`src/rtl/vec_pkg.sv`:
```
// Shared vector and operand-pair types for the vector-math datapath.
package vec_pkg;
   localparam int unsigned D_BITS  = 32;
   localparam int unsigned VEC_LEN = 3;

   typedef logic signed [D_BITS-1:0] comp_t;
   typedef comp_t [VEC_LEN-1:0] vec_t;

   typedef struct packed {
      vec_t x;
      vec_t y;
   } pair_t;
endpackage

```
`src/rtl/vec_pair_join_pair_buffer.sv`:
```
// Show-ahead register FIFO of operand pairs with occupancy output.
module pair_buffer
   import vec_pkg::*;
#(
   parameter  int unsigned DEPTH    = 4,
   localparam int unsigned PTR_BITS = $clog2(DEPTH)
) (
   input  logic              clock,
   input  logic              reset,
   input  logic              i_push,
   input  pair_t             i_din,
   input  logic              i_pop,
   output pair_t             o_head_c,
   output logic [PTR_BITS:0] o_count
);

   pair_t               r_mem [DEPTH];
   logic [PTR_BITS-1:0] r_wr_ptr;
   logic [PTR_BITS-1:0] r_rd_ptr;
   logic [PTR_BITS:0]   r_count;

   always_ff @(posedge clock or posedge reset) begin
      if (reset) begin
         r_mem    <= '{default: '0};
         r_wr_ptr <= '0;
         r_rd_ptr <= '0;
         r_count  <= '0;
      end else begin
         if (i_push) begin
            r_mem[r_wr_ptr] <= i_din;
            r_wr_ptr        <= r_wr_ptr + PTR_BITS'(1);
         end
         if (i_pop) begin
            r_rd_ptr <= r_rd_ptr + PTR_BITS'(1);
         end
         case ({i_push, i_pop})
            2'b10:   r_count <= r_count + (PTR_BITS+1)'(1);
            2'b01:   r_count <= r_count - (PTR_BITS+1)'(1);
            default: r_count <= r_count;
         endcase
      end
   end

   assign o_head_c = r_mem[r_rd_ptr];
   assign o_count  = r_count;

endmodule

```
`src/rtl/vec_pair_join.sv`:
```
// Joins two show-ahead operand FIFOs (X, Y) into one buffered pair stream.
module vec_pair_join
   import vec_pkg::*;
#(
   parameter  int unsigned DEPTH    = 4,
   localparam int unsigned PTR_BITS = $clog2(DEPTH)
) (
   input  logic              clock,
   input  logic              reset,
   input  vec_t              x_din,
   input  logic              x_empty,
   output logic              x_rd_en,
   input  vec_t              y_din,
   input  logic              y_empty,
   output logic              y_rd_en,
   output vec_t              x,
   output vec_t              y,
   output logic              out_empty,
   input  logic              out_rd_en,
   output logic [PTR_BITS:0] pair_count
);

   logic              w_push;
   logic              w_pop;
   logic [PTR_BITS:0] w_count;
   pair_t             w_din;
   pair_t             w_head;

   // Push depends only on upstream flags and registered occupancy, never on out_rd_en.
   assign w_push = !reset && !x_empty && !y_empty && (w_count < (PTR_BITS+1)'(DEPTH));
   assign w_pop  = out_rd_en && (w_count != '0);

   assign w_din.x = x_din;
   assign w_din.y = y_din;

   pair_buffer #(.DEPTH(DEPTH)) u_buf (
      .clock    (clock),
      .reset    (reset),
      .i_push   (w_push),
      .i_din    (w_din),
      .i_pop    (w_pop),
      .o_head_c (w_head),
      .o_count  (w_count)
   );

   assign x_rd_en    = w_push;
   assign y_rd_en    = w_push;
   assign x          = w_head.x;
   assign y          = w_head.y;
   assign out_empty  = (w_count == '0);
   assign pair_count = w_count;

endmodule

```
`config.mk`:
```
export PLATFORM = sky130hd
export DESIGN_NAME = vec_pair_join
export DESIGN_NICKNAME = d
export VERILOG_FILES = /design/src/rtl/vec_pkg.sv /design/src/rtl/vec_pair_join_pair_buffer.sv /design/src/rtl/vec_pair_join.sv
export SDC_FILE = /design/constraint.sdc
export NUM_CORES = 1
export LEC_CHECK = 0
export ABC_CLOCK_PERIOD_IN_PS = 63800
export CAP_MARGIN = 20
export CORE_ASPECT_RATIO = 0.8
export CORE_MARGIN = 2
export CORE_UTILIZATION = 62
export CTS_BUF_LIST = sky130_fd_sc_hd__clkbuf_8
export DETAILED_ROUTE_END_ITERATION = 16
export GPL_TIMING_DRIVEN = 1
export PLACE_DENSITY = 0.93
export SYNTH_ARGS = -nofsm -noshare
export SYNTH_HDL_FRONTEND = slang
export SYNTH_SLANG_ARGS = --single-unit
export TNS_END_PERCENT = 50
```
`constraint.sdc`:
```
create_clock -name clock -period 63.8 [get_ports clock]
set_clock_uncertainty 0.05 [all_clocks]
set_input_delay 15.95 -clock clock [delete_from_list [all_inputs] [get_ports clock]]
set_output_delay 15.95 -clock clock [all_outputs]
set_load 0.03 [all_outputs]
```
==> results.md, run 1 <==
Outcome:
- The flow ran to the end, and the final reports show no timing, DRC or antenna violations.

Synthesis:
- Summed over all instances, the cell type with the most area after synthesis is sky130_fd_sc_hd__dfrtp_1.
- In this run the cell area of the synthesized design comes to roughly 33000 um^2.
- Synthesis produced a netlist with a net count of between 2000 and 2500.
- By area the synthesized netlist is led by sky130_fd_sc_hd__dfrtp_1 (58%), sky130_fd_sc_hd__mux2_2 (26%), sky130_fd_sc_hd__mux4_2 (13%).
- The synthesized instance count is roughly 1900.
- The part of the Yosys area used for sequential elements is 58.37%.
- The area fraction of the dominant cell type after synthesis is between 50 and 60%.
- Averaged over all synthesized cells, the footprint is roughly 18 um^2.
- Synthesis instantiated 19 different standard cells from the library.
- The number of warnings printed during yosys synthesis is 0.
- The count of state elements after synthesis is 775.

Placement:
- Once placement finished, the instance area stood at approximately 38000 um^2.
- At the end of routability-driven placement, the weighted congestion stood at slightly below 0.8.
- The HPWL reported at the end of detailed placement is around 46 mm.
- The count of buffers added on input and output ports is slightly below 400.
- Once placement completed, the tool counted placed cells totaling 2874.

Min path:
- The path class of the tightest hold or removal check is flip-flop to flip-flop.
- The launch point of the worst hold path is u_buf.r_mem[379]$_DFFE_PP0P_.

Timing:
- The transition time at the pin with the least slew margin is between 1 and 1.5 ns.
- The count of final setup violators is 0.
- The share of the clock period used by the worst path is between 50% and 60%.
- The count of final max-slew check failures was 0.
- Derived from the worst setup path, the maximum achievable clock frequency is ~30 MHz.
- Counting I/O delays and the setup requirement, the final critical path takes ~34 ns.
- The hold violation count in the final report was 0.
- The worst pin sits at a relative slew slack of between 4 and 5%.
- Setup repair after global routing left no endpoint under its margin.
- Adding up every negative setup slack in the final design gives 0 ns.

Cells and area:
- Excluding fillers, the count of instances in the completed layout stands at between 3000 and 4000.
- Of the cells placed in the final design, the portion with a size suffix greater than 1 is about 50%.
- Summing all non-filler instances in the final layout gives an area of just over 40000 um^2.
- Counting the fill cells in the layout gives 2800.
- The final net count is between 2000 and 3000.
- For this run, the share of the core covered by cells in the final layout is roughly 77%.
- The synthesis-to-layout area growth is 21.22%.

Global routing:
- The first-pass GRT wire length is around 120 mm.
- The number of global-route vias before repair is about 22000.
- The maximum number of pins on one net before global-route repair is 136.
- The initial antenna violation count is 14.
- The global routing usage summed across all routing layers is between 20 and 30%.
- Global routing finished with a remaining overflow of 0.

Routing:
- The number of DRC violations after detailed-routing iteration 0 is 1119.
- The via count normalized by instance count is a little over 6.
- The number of vias after detailed routing is between 15000 and 20000.
- Detailed routing placed a total of about 4.6 mm of wire on met3.
- The routed wire length is ~76 mm.
- The length of the first detailed-routing pass in iterations is 4.
- The detailed router put a total of 29.66 mm of wire on met1.
- The number of routed nets with antenna violations is 0.
- The total DRC errors in the routed layout is 0.
- In this run the top signal layer used is met5.
- The average detailed-routed wire length per instance is approximately 25 um.
- After detailed routing, the met2 layer carries a little under 40 mm of wire.

Die:
- The chip width is 262.8 um.
- The height of the chip is 211.1 um.
- The die footprint is 55470 um^2.
- The placeable core region is 52640 um^2.
- The row count is 75.
- For this configuration, the core starts out at a cell density of between 60% and 70%.
- For this design the top-level I/O count stands at a little under 400.

CTS:
- The clock latency on the worst-skew pair is approximately 0.71 ns.
- The number of sinks on the clock net is around 780.
- The number of buffers inserted for hold repair after clock tree synthesis is 0.
- The number of clock buffers added by TritonCTS is about 120.
- The post-cts gate resize count is 0.
- The H-tree level count is 3.
- TritonCTS built the clock tree.
- In this run the post-CTS setup repair buffer count came out at 0.
- The clock passes through at most 3 buffers.
- Clock-pin slew was measured on the worst setup and hold paths at ~0.070 ns.
- The tree is rooted in a sky130_fd_sc_hd__clkbuf_8.

Pwr:
- After layout, the design draws a total of around 2.3 mW.
- The maximum VDD drop is 0.04104 mV.
- The reported leakage power is around 18 nW.
- In this run the power density over the cells is around 57 nW/um^2.

Flow run:
- The tool flagged a number of max-cap violations equal to 0.

Critical path:
- In this run the worst setup path begins at reset.
- Counting stages on the worst path, the most repeated cell is sky130_fd_sc_hd__clkdlybuf4s50_1.
- The type of element launching the critical path is an input pin.
- The critical path's slowest cell is sky130_fd_sc_hd__clkdlybuf4s50_1.
- The largest fanout of any net on the critical path is 10.
- The nature of the critical path endpoint is a primary output.
- The critical path's largest stage delay is 0.71 ns.
- The worst setup path is of the input pin to primary output kind.
- The signal on the critical path passes through clkdlybuf4s50_1, nor4_4, buf_4, clkdlybuf4s50_1.
- The arrival time of data at the critical path endpoint is around 18 ns.
- The startpoint identified for the worst register-to-register timing path is u_buf.o_count[2]$_DFFE_PP0P_.
- The data required time at the worst endpoint is between 40 and 50 ns.
-- cell usage in the layout, fill, tap and decap left out, types with 5 or more instances in the layout --
| cell type | count |
|---|---|
| sky130_fd_sc_hd__clkdlybuf4s50_1 | 394 |
| sky130_fd_sc_hd__ha_1 | 5 |
| sky130_fd_sc_hd__diode_2 | 8 |
| sky130_fd_sc_hd__dfrtp_1 | 773 |
| sky130_fd_sc_hd__mux2_2 | 768 |
| sky130_fd_sc_hd__clkinv_2 | 15 |
| sky130_fd_sc_hd__inv_1 | 41 |
| sky130_fd_sc_hd__mux4_2 | 192 |
| sky130_fd_sc_hd__buf_4 | 18 |
| sky130_fd_sc_hd__clkbuf_8 | 153 |
-- metal layers --
metal  track usage [%]  vias to the layer above
met2             47.73                      506
met1             34.27                    10150
met5                 0                        -
met4             11.70                       14
met3             7.216                      176
li1                  -                     7960
-- sequential cells by signal, indices dropped and copies added, names as in the netlist --
name and cells:
u_buf.r_wr_ptr 2, u_buf.o_count 3, u_buf.r_rd_ptr 2, u_buf.r_mem 768
-- worst max-delay path: cells and delay by family --
kind	cells	cell delay (ns)
buffers and inverters	3	1.53
and+or+nand+nor	1	0.31
-- cell usage after synthesis --
library cell                 n
sky130_fd_sc_hd__dfrtp_1   775
sky130_fd_sc_hd__mux2_2    768
sky130_fd_sc_hd__mux4_2    192
sky130_fd_sc_hd__buf_2     106
sky130_fd_sc_hd__buf_1      11
sky130_fd_sc_hd__clkbuf_1   11
sky130_fd_sc_hd__inv_1       7
sky130_fd_sc_hd__nand2_1     6
sky130_fd_sc_hd__ha_1        5
sky130_fd_sc_hd__xnor2_1     3
sky130_fd_sc_hd__xor2_1      3
sky130_fd_sc_hd__buf_4       1
sky130_fd_sc_hd__fa_1        1
sky130_fd_sc_hd__mux2i_1     1
sky130_fd_sc_hd__nor2_1      1
sky130_fd_sc_hd__nor3_1      1
sky130_fd_sc_hd__nor4_4      1
sky130_fd_sc_hd__o21ai_0     1
sky130_fd_sc_hd__o31a_1      1
-- worst paths after layout --
kind	cells after the start	end	slack, ns
worst max-delay path	4	x_rd_en	30.01
worst min-delay path	1	u_buf.r_mem[379]$_DFFE_PP0P_	0.45
worst max register to register	6	u_buf.r_mem[742]$_DFFE_PP0P_	59.80
worst min register to register	1	u_buf.r_mem[379]$_DFFE_PP0P_	0.45
max in group asynchronous	5	u_buf.r_mem[158]$_DFFE_PP0P_	44.56
min in group asynchronous	2	u_buf.r_mem[454]$_DFFE_PP0P_	15.89
-- cells by family after synthesis --
group           count (synthesis)  share of synthesized area, %
mux                           961                         39.08
compound gates                  2                       0.04142
flops                         775                         58.37
fa+ha+maj                       6                        0.2486
simple gates                    9                        0.1581
xor+xnor                        6                        0.1582
buf+inv                       136                         1.947
-- area by class of cell --
cell class                      instances  area (um^2)  area share (%)
Clock inverter                         60        391.6          0.9724
Timing Repair Buffer                  419         4242           10.53
Multi-Input combinational cell        984        13210           32.81
Sequential cell                       775        19400           48.17
Clock buffer                          153         2106           5.228
Tap cell                              693        867.1           2.153
Antenna cell                            8        20.02         0.04971
Inverter                                7        33.78         0.08388
-- metrics by stage --
step	setup slack (ns)	hold WS, ns
floorplan	26.04	0.4238
global placement	30.04	0.4309
detailed placement	30.01	0.4371
CTS	29.99	0.4521
global route	29.94	0.4585
finish	30.01	0.4506
-- power by group --
part	total [mW]	internal (mW)	leakage, nW	switching, mW
sequential	0.854	0.718	9.90	0.136
clock	0.423	0.231	1.43	0.192
combinational	1.02	0.532	7.02	0.485
Power figures use the tool's default switching activity.
==> run 2: changes to the inputs <==
--- a/config.mk
+++ b/config.mk
@@ -5,15 +5,15 @@
 export SDC_FILE = /design/constraint.sdc
 export NUM_CORES = 1
 export LEC_CHECK = 0
-export ABC_CLOCK_PERIOD_IN_PS = 63800
+export ABC_CLOCK_PERIOD_IN_PS = 34200
 export CAP_MARGIN = 20
 export CORE_ASPECT_RATIO = 0.8
 export CORE_MARGIN = 2
-export CORE_UTILIZATION = 62
+export CORE_UTILIZATION = 58
 export CTS_BUF_LIST = sky130_fd_sc_hd__clkbuf_8
 export DETAILED_ROUTE_END_ITERATION = 16
 export GPL_TIMING_DRIVEN = 1
-export PLACE_DENSITY = 0.93
+export PLACE_DENSITY = 0.88
 export SYNTH_ARGS = -nofsm -noshare
 export SYNTH_HDL_FRONTEND = slang
 export SYNTH_SLANG_ARGS = --single-unit
==> constraint.sdc (replaced) <==
create_clock -name clock -period 34.2 [get_ports clock]
set_clock_uncertainty 0.05 [all_clocks]
set_input_delay 8.55 -clock clock [delete_from_list [all_inputs] [get_ports clock]]
set_output_delay 8.55 -clock clock [all_outputs]
set_load 0.03 [all_outputs]
==> results.md, run 2 (synthesized netlist as in run 1, its figures left out) <==
Global routing:
- The initial antenna violation count came to 10.
- The number of global-route vias before repair came to approximately 21000.
- The global routing usage summed across all routing layers is between 20% and 30%.
- The first-pass GRT wire length is approximately 120 mm.
- The sum of overflow across all layers after global routing is 0.
- Entering global routing, the biggest net connects between 100 and 150 pins.

Die:
- In this run the core area contains a little under 80 standard-cell rows.
- Pin placement for this block handled 395 I/O pins.
- The chip width is about 270 um.
- The die footprint is 59230 um^2.
- The starting utilization of the core area is about three fifths.
- From bottom edge to top edge, the die measures between 200 and 250 um.
- The placeable core region is 56700 um^2.

Critical path:
- The worst setup path category is input pin to primary output.
- Data on the critical path is required at its endpoint by between 20 and 30 ns.
- The type of element launching the critical path is an input pin.
- The arrival time of data at the critical path endpoint is between 10 and 15 ns.
- The largest fanout of any net on the critical path is 10.
- STA classifies the critical path endpoint as a primary output.

Cells and area:
- The fraction of layout instances using a drive strength above 1 is 48.38%.
- Leaving out fill and tap cells, the most frequent cells in the layout are sky130_fd_sc_hd__dfrtp_1 (773), sky130_fd_sc_hd__mux2_2 (768), sky130_fd_sc_hd__clkdlybuf4s50_1 (394), sky130_fd_sc_hd__mux4_2 (192), sky130_fd_sc_hd__clkbuf_8 (146).
- The final layout contains around 2500 nets.
- The register with the most flip-flops in the layout has about 770 of them.
- The leading cell type in the layout, fill and taps excluded is sky130_fd_sc_hd__dfrtp_1.
- The register with the most flip-flops is u_buf.r_mem.
- Compared with the post-synthesis result, the final layout area differs by 21.18%.

Routing:
- The via count normalized by instance count is between 5 and 6.
- The count of nets left with antenna violations once routing finished came out at 0.
- Summing over every cut layer, the via total after detailed routing is 18680.
- The pre-antenna-repair detailed-routing pass consisted of 4 iterations.
- The routed wire length is between 70 and 80 mm.
- After the first detailed-routing iteration, the DRC count stood at just over 1000.
- The total DRC errors in the routed layout is 0.
- After detailed routing, the average wire length per cell comes to about 23 um.

Placement:
- The HPWL reported at the end of detailed placement is 45.98 mm.
- The post-place setup slack is approximately 15 ns.
- The number of buffer cells added on primary ports is between 300 and 400.
- The final weighted congestion in routability-driven placement is around 0.75.

CTS:
- The clock latency on the worst-skew pair is around 0.71 ns.
- The post-cts gate resize count is 0.
- The CTS buffer count is roughly 120.
- The clock passes through at most 3 buffers.
- The number of buffers inserted for hold repair after clock tree synthesis is 0.
- The clock-pin slew reported for the worst setup and hold paths after clock tree synthesis is 0.06 ns.
- The number of buffers inserted to repair setup after CTS is 0.
- The tree is rooted in a sky130_fd_sc_hd__clkbuf_8.
- The H-tree level count is 3.
- Counting every sink on the clock net gives 775.
- TritonCTS built the clock tree.

Outcome:
- The run finished with clean final reports.

Timing:
- The relative slew slack is 28.13%.
- The hold violation count in the final report was 0.
- The share of the clock period used by the worst path is roughly 56%.
- The fmax is roughly 52 MHz.
- The count of final max-slew check failures is 0.
- The minimum clock period after layout is roughly 19 ns.
- Setup violations remaining at the end of the flow were counted as 0.
- Setup repair after global routing left no endpoint under its margin.
- At the pin with the least slew margin, the transition time is between 1 and 1.5 ns.
- Summed over all failing endpoints, the final setup total negative slack is 0 ns.
- The slack of the critical path is about 15 ns.

Flow run:
- The max capacitance violation total is 0.

Pwr:
- The maximum VDD drop is 0.07698 mV.
- The reported leakage power is between 15 and 20 nW.
- The power density over the cells is between 100 and 150 nW/um^2.

Min path:
- The tightest min-delay check is of the flip-flop to flip-flop type.
-- run 2: cell count changes in the layout (fill, tap and decap cells not counted), moves of 2 or more --
cell,previous run,this run
sky130_fd_sc_hd__clkbuf_8,153,146
sky130_fd_sc_hd__clkinv_2,15,10
sky130_fd_sc_hd__bufinv_16,4,1
sky130_fd_sc_hd__inv_6,0,3
sky130_fd_sc_hd__inv_1,41,54
sky130_fd_sc_hd__buf_4,18,24
sky130_fd_sc_hd__clkinvlp_4,2,0
sky130_fd_sc_hd__buf_16,3,6
sky130_fd_sc_hd__buf_12,4,1
-- run 2: per-stage QoR --
step	instances	instance area [um^2]	power, mW	hold WS, ns	util, %
global placement	2945	37740	3.385	0.4308	66.57
global route	3168	40260	4.408	0.4582	71.00
CTS	3156	40080	4.235	0.4513	70.68
floorplan	1895	33220	2.803	0.4238	-
finish	3169	40260	4.207	0.4493	71.00
detailed placement	2945	37740	3.480	0.4374	66.57
-- run 2: worst max-delay path, stage by stage --
cell	delay (ns)
sky130_fd_sc_hd__clkdlybuf4s50_1	0.55
sky130_fd_sc_hd__nor4_4	0.33
sky130_fd_sc_hd__buf_4	0.31
sky130_fd_sc_hd__clkdlybuf4s50_1	0.74
-- run 2: path summary, 6_finish.rpt --
| path | cells after the start | startpoint | slack, ns | end |
|---|---|---|---|---|
| setup / recovery | 4 | reset | 15.11 | y_rd_en |
| hold / removal | 1 | u_buf.r_mem[189]$_DFFE_PP0P_ | 0.45 | u_buf.r_mem[189]$_DFFE_PP0P_ |
| setup reg to reg | 6 | u_buf.o_count[2]$_DFFE_PP0P_ | 30.57 | u_buf.r_mem[340]$_DFFE_PP0P_ |
| hold reg to reg | 1 | u_buf.r_mem[189]$_DFFE_PP0P_ | 0.45 | u_buf.r_mem[189]$_DFFE_PP0P_ |
| max in group asynchronous | 9 | reset | 22.03 | u_buf.r_mem[671]$_DFFE_PP0P_ |
| min in group asynchronous | 2 | reset | 8.49 | u_buf.r_mem[264]$_DFFE_PP0P_ |
-- run 2: routing by layer --
layer  part of all wire, %  up-vias  GRT usage [%]  wire length (um)
li1                      -     7949              -                 -
met1                    40    10100          32.14             29740
met2                    51      480          42.15             37300
met3                   5.9      152          6.761              4318
met4                   2.9        6          8.480              2118
met5                 0.057        -              0                42
-- run 2: area by class of cell --
| type | count | area, um^2 |
|---|---|---|
| Timing Repair Buffer | 425 | 4309 |
| Multi-Input combinational cell | 984 | 13210 |
| Tap cell | 760 | 950.9 |
| Sequential cell | 775 | 19400 |
| Clock buffer | 146 | 2009 |
| Antenna cell | 7 | 17.52 |
| Fill cell | 3425 | 16440 |
| Clock inverter | 65 | 325.3 |
| Inverter | 7 | 33.78 |
-- run 2: power breakdown --
group / internal [mW] / total (mW) / switching, mW / leakage (nW)
Sequential: 1.34 / 1.58 / 0.236 / 9.90
Combinational: 0.991 / 1.89 / 0.900 / 7.06
Clock: 0.392 / 0.741 / 0.349 / 1.39
Total: 2.72 / 4.21 / 1.49 / 18.3
==> run 3: changes to the inputs <==
--- a/config.mk
+++ b/config.mk
@@ -5,7 +5,7 @@
 export SDC_FILE = /design/constraint.sdc
 export NUM_CORES = 1
 export LEC_CHECK = 0
-export ABC_CLOCK_PERIOD_IN_PS = 34200
+export ABC_CLOCK_PERIOD_IN_PS = 18400
 export CAP_MARGIN = 20
 export CORE_ASPECT_RATIO = 0.8
 export CORE_MARGIN = 2
==> constraint.sdc (replaced) <==
create_clock -name clock -period 18.4 [get_ports clock]
set_clock_uncertainty 0.05 [all_clocks]
set_input_delay 4.6 -clock clock [delete_from_list [all_inputs] [get_ports clock]]
set_output_delay 4.6 -clock clock [all_outputs]
set_load 0.03 [all_outputs]
==> results.md, run 3 (synthesized netlist as in run 1, its figures left out) <==
Pwr:
- Net switching is between 30% and 40% of the power.
- The reported leakage power is between 15 and 20 nW.
- Of the total power, the clock network draws about 18%.
- The switching power summed over all nets is about 2.8 mW.
- The combinational share of power is between 40% and 50%.
- The power density over the cells is a little under 200 nW/um^2.
- The sequential fraction of design power is between 30 and 40%.
- Internal power comes to between 5 and 6 mW.
- The maximum VDD drop is 0.1494 mV.

CTS:
- Clock-pin slew was measured on the worst setup and hold paths at approximately 0.050 ns.
- The clock latency on the worst-skew pair is approximately 0.72 ns.
- The number of sinks on the clock net is 775.
- Once the clock tree was built, the setup fixing pass inserted 0 buffers.
- The cell at the root of the clock tree is sky130_fd_sc_hd__clkbuf_8.
- The clock passes through at most 3 buffers.
- The post-cts gate resize count is 0.
- The H-tree was split into 3 levels.
- After clock tree synthesis, the flow added hold-fix buffers numbering 0.
- The number of clock buffers added by TritonCTS is around 120.
- The CTS tree is done.

Cells and area:
- The synthesis-to-layout area growth is 20.92%.
- The filler cell count in the final layout is ~3500.
- More flip-flops sit in one register than any other, and that register is u_buf.r_mem.
- Registers take between 15000 and 20000 um^2.
- The net count of the finished layout is 2508.
- Of the cells placed in the final design, the portion with a size suffix greater than 1 is ~48%.
- The fraction of the core area covered by cells at the end of the flow is a little under three quarters.
- The multi-input combinational cell area is 13210 um^2.
- In the layout the commonest cells are sky130_fd_sc_hd__dfrtp_1 (773), sky130_fd_sc_hd__mux2_2 (768), sky130_fd_sc_hd__clkdlybuf4s50_1 (394), sky130_fd_sc_hd__mux4_2 (192), sky130_fd_sc_hd__clkbuf_8 (141).
- Leaving out fill and tap cells, the most frequent cell in the layout is sky130_fd_sc_hd__dfrtp_1.
- The register with the most flip-flops in the layout has approximately 770 of them.

Global routing:
- The initial antenna violation count was 12.
- The sum of overflow across all layers after global routing is 0.
- Entering global routing, the biggest net connects 194 pins.
- The global routing usage summed across all routing layers is about a quarter.
- The first global-routing pass estimated ~120 mm of wire.
- The number of global-route vias before repair is about 21000.

Placement:
- At the end of routability-driven placement, the weighted congestion stood at between 0.7 and 0.8.
- The HPWL reported at the end of detailed placement is 45.28 mm.
- Input and output buffers added on the ports amount to between 300 and 400.

Flow run:
- Across the run, the number of max-cap violations was 0.

Timing:
- The count of final setup violators is 0.
- Setup repair after global routing left no endpoint under its margin.
- The transition time at the pin with the least slew margin is between 1 and 1.5 ns.
- The fmax is approximately 90 MHz.
- Counting I/O delays and the setup requirement, the final critical path takes 11.09 ns.
- In the finished design, the share of the clock period the worst path needs comes to between 60 and 70%.
- Measured against its own limit, the worst slew margin works out to a little under a third.
- The tightest hold path in the finished design has a slack of around 0.45 ns.
- Adding up every negative setup slack in the final design gives 0 ns.
- The hold violation count in the final report is 0.
- The count of final max-slew check failures is 0.

Die:
- From left edge to right edge, the die measures between 200 and 300 um.
- The die covers slightly below 60000 um^2.
- The initial utilization of the core area, before any placement, comes to between 50% and 60%.
- In this run the standard cell core region covers between 50000 and 60000 um^2.
- The row count is 78.
- The floorplan step set the die height to approximately 220 um.
- The top-level I/O count is ~400.

Routing:
- Detailed routing inserted a total of 18490 vias.
- In this run the remaining antenna-violating nets after routing total 0.
- The number of DRC violations after detailed-routing iteration 0 is ~1100.
- Using the TritonRoute via totals, the vias-per-cell ratio works out to roughly 6.
- In the routed design, unresolved DRC markers number 0.
- Wires add up to approximately 73 mm.
- The average detailed-routed wire length per instance is approximately 23 um.
- The first detailed-routing pass ran for 5 iterations.

Critical path:
- The worst setup path is captured at a primary output.
- In this run the worst path has a maximum fanout of 10.
- Data arrives at the worst endpoint at about 6.4 ns.
- The critical path is of the input pin to primary output type.
- The data required time at the worst endpoint is about 14 ns.
- STA classifies the critical path startpoint as an input pin.

Outcome:
- The run finished with clean final reports.

Min path:
- The type of the tightest min-delay check is flip-flop to flip-flop.
-- run 3: cell count changes in the layout (fill, tap and decap cells not counted), sizes merged --
cell	delta
clkbuf	-5
buf	-4
diode	+1
bufinv	+2
clkinv	+2
inv	-6
clkinvlp	+1
-- run 3: path summary, 6_finish.rpt --
kind	from	endpoint	slack (ns)	cells past startpoint
setup / recovery	reset	x_rd_en	7.31	4
hold / removal	u_buf.r_mem[365]$_DFFE_PP0P_	u_buf.r_mem[365]$_DFFE_PP0P_	0.45	1
setup reg to reg	u_buf.o_count[2]$_DFFE_PP0P_	u_buf.r_mem[143]$_DFFE_PP0P_	14.83	6
hold reg to reg	u_buf.r_mem[365]$_DFFE_PP0P_	u_buf.r_mem[365]$_DFFE_PP0P_	0.45	1
max in group asynchronous	reset	u_buf.r_mem[336]$_DFFE_PP0P_	11.61	4
min in group asynchronous	reset	u_buf.o_count[0]$_DFFE_PP0P_	4.38	2
-- run 3: area by class of cell --
cell class / instances / area share, %
antenna: 8 / 0.04983
clock buffer: 141 / 4.831
clock inverter: 64 / 0.9780
inverter: 7 / 0.07475
multi-input combinational: 984 / 32.89
sequential: 775 / 48.29
tap: 760 / 2.367
timing repair buffer: 421 / 10.51
-- run 3: metrics by stage --
stage / total power [mW] / area, um^2 / std cells / setup WS, ns
after floorplan: 5.211 / 33230 / 1895 / 3.119
after global placement: 6.286 / 37770 / 2945 / 7.275
after detailed placement: 6.464 / 37770 / 2945 / 7.300
after CTS: 7.884 / 40100 / 3150 / 7.288
after global routing: 8.203 / 40170 / 3157 / 7.215
final: 7.831 / 40170 / 3160 / 7.310
-- run 3: power by group through the flow --
| stage | registers (mW) | clock network [mW] | logic, mW |
|---|---|---|---|
| 3_5_place_dp | 2.94 | 0 | 3.52 |
| 4_1_cts | 2.92 | 1.43 | 3.54 |
| 6_report | 2.93 | 1.39 | 3.51 |
| 5_1_grt | 3.01 | 1.51 | 3.68 |
| 2_1_floorplan | 2.77 | 0 | 2.44 |
| 3_3_place_gp | 2.85 | 0 | 3.44 |
-- run 3: critical path: stages --
cell	delay, ns
sky130_fd_sc_hd__clkdlybuf4s50_1	0.49
sky130_fd_sc_hd__nor4_4	0.28
sky130_fd_sc_hd__buf_4	0.27
sky130_fd_sc_hd__clkdlybuf4s50_1	0.79
-- run 3: routing by layer --
layer	part of all wire (%)	up-vias	global-route usage, %
met5	0.088	-	0
met4	2.7	10	8.938
met3	5.6	135	6.419
met2	52	442	42.79
met1	40	9957	31.35
li1	-	7949	-
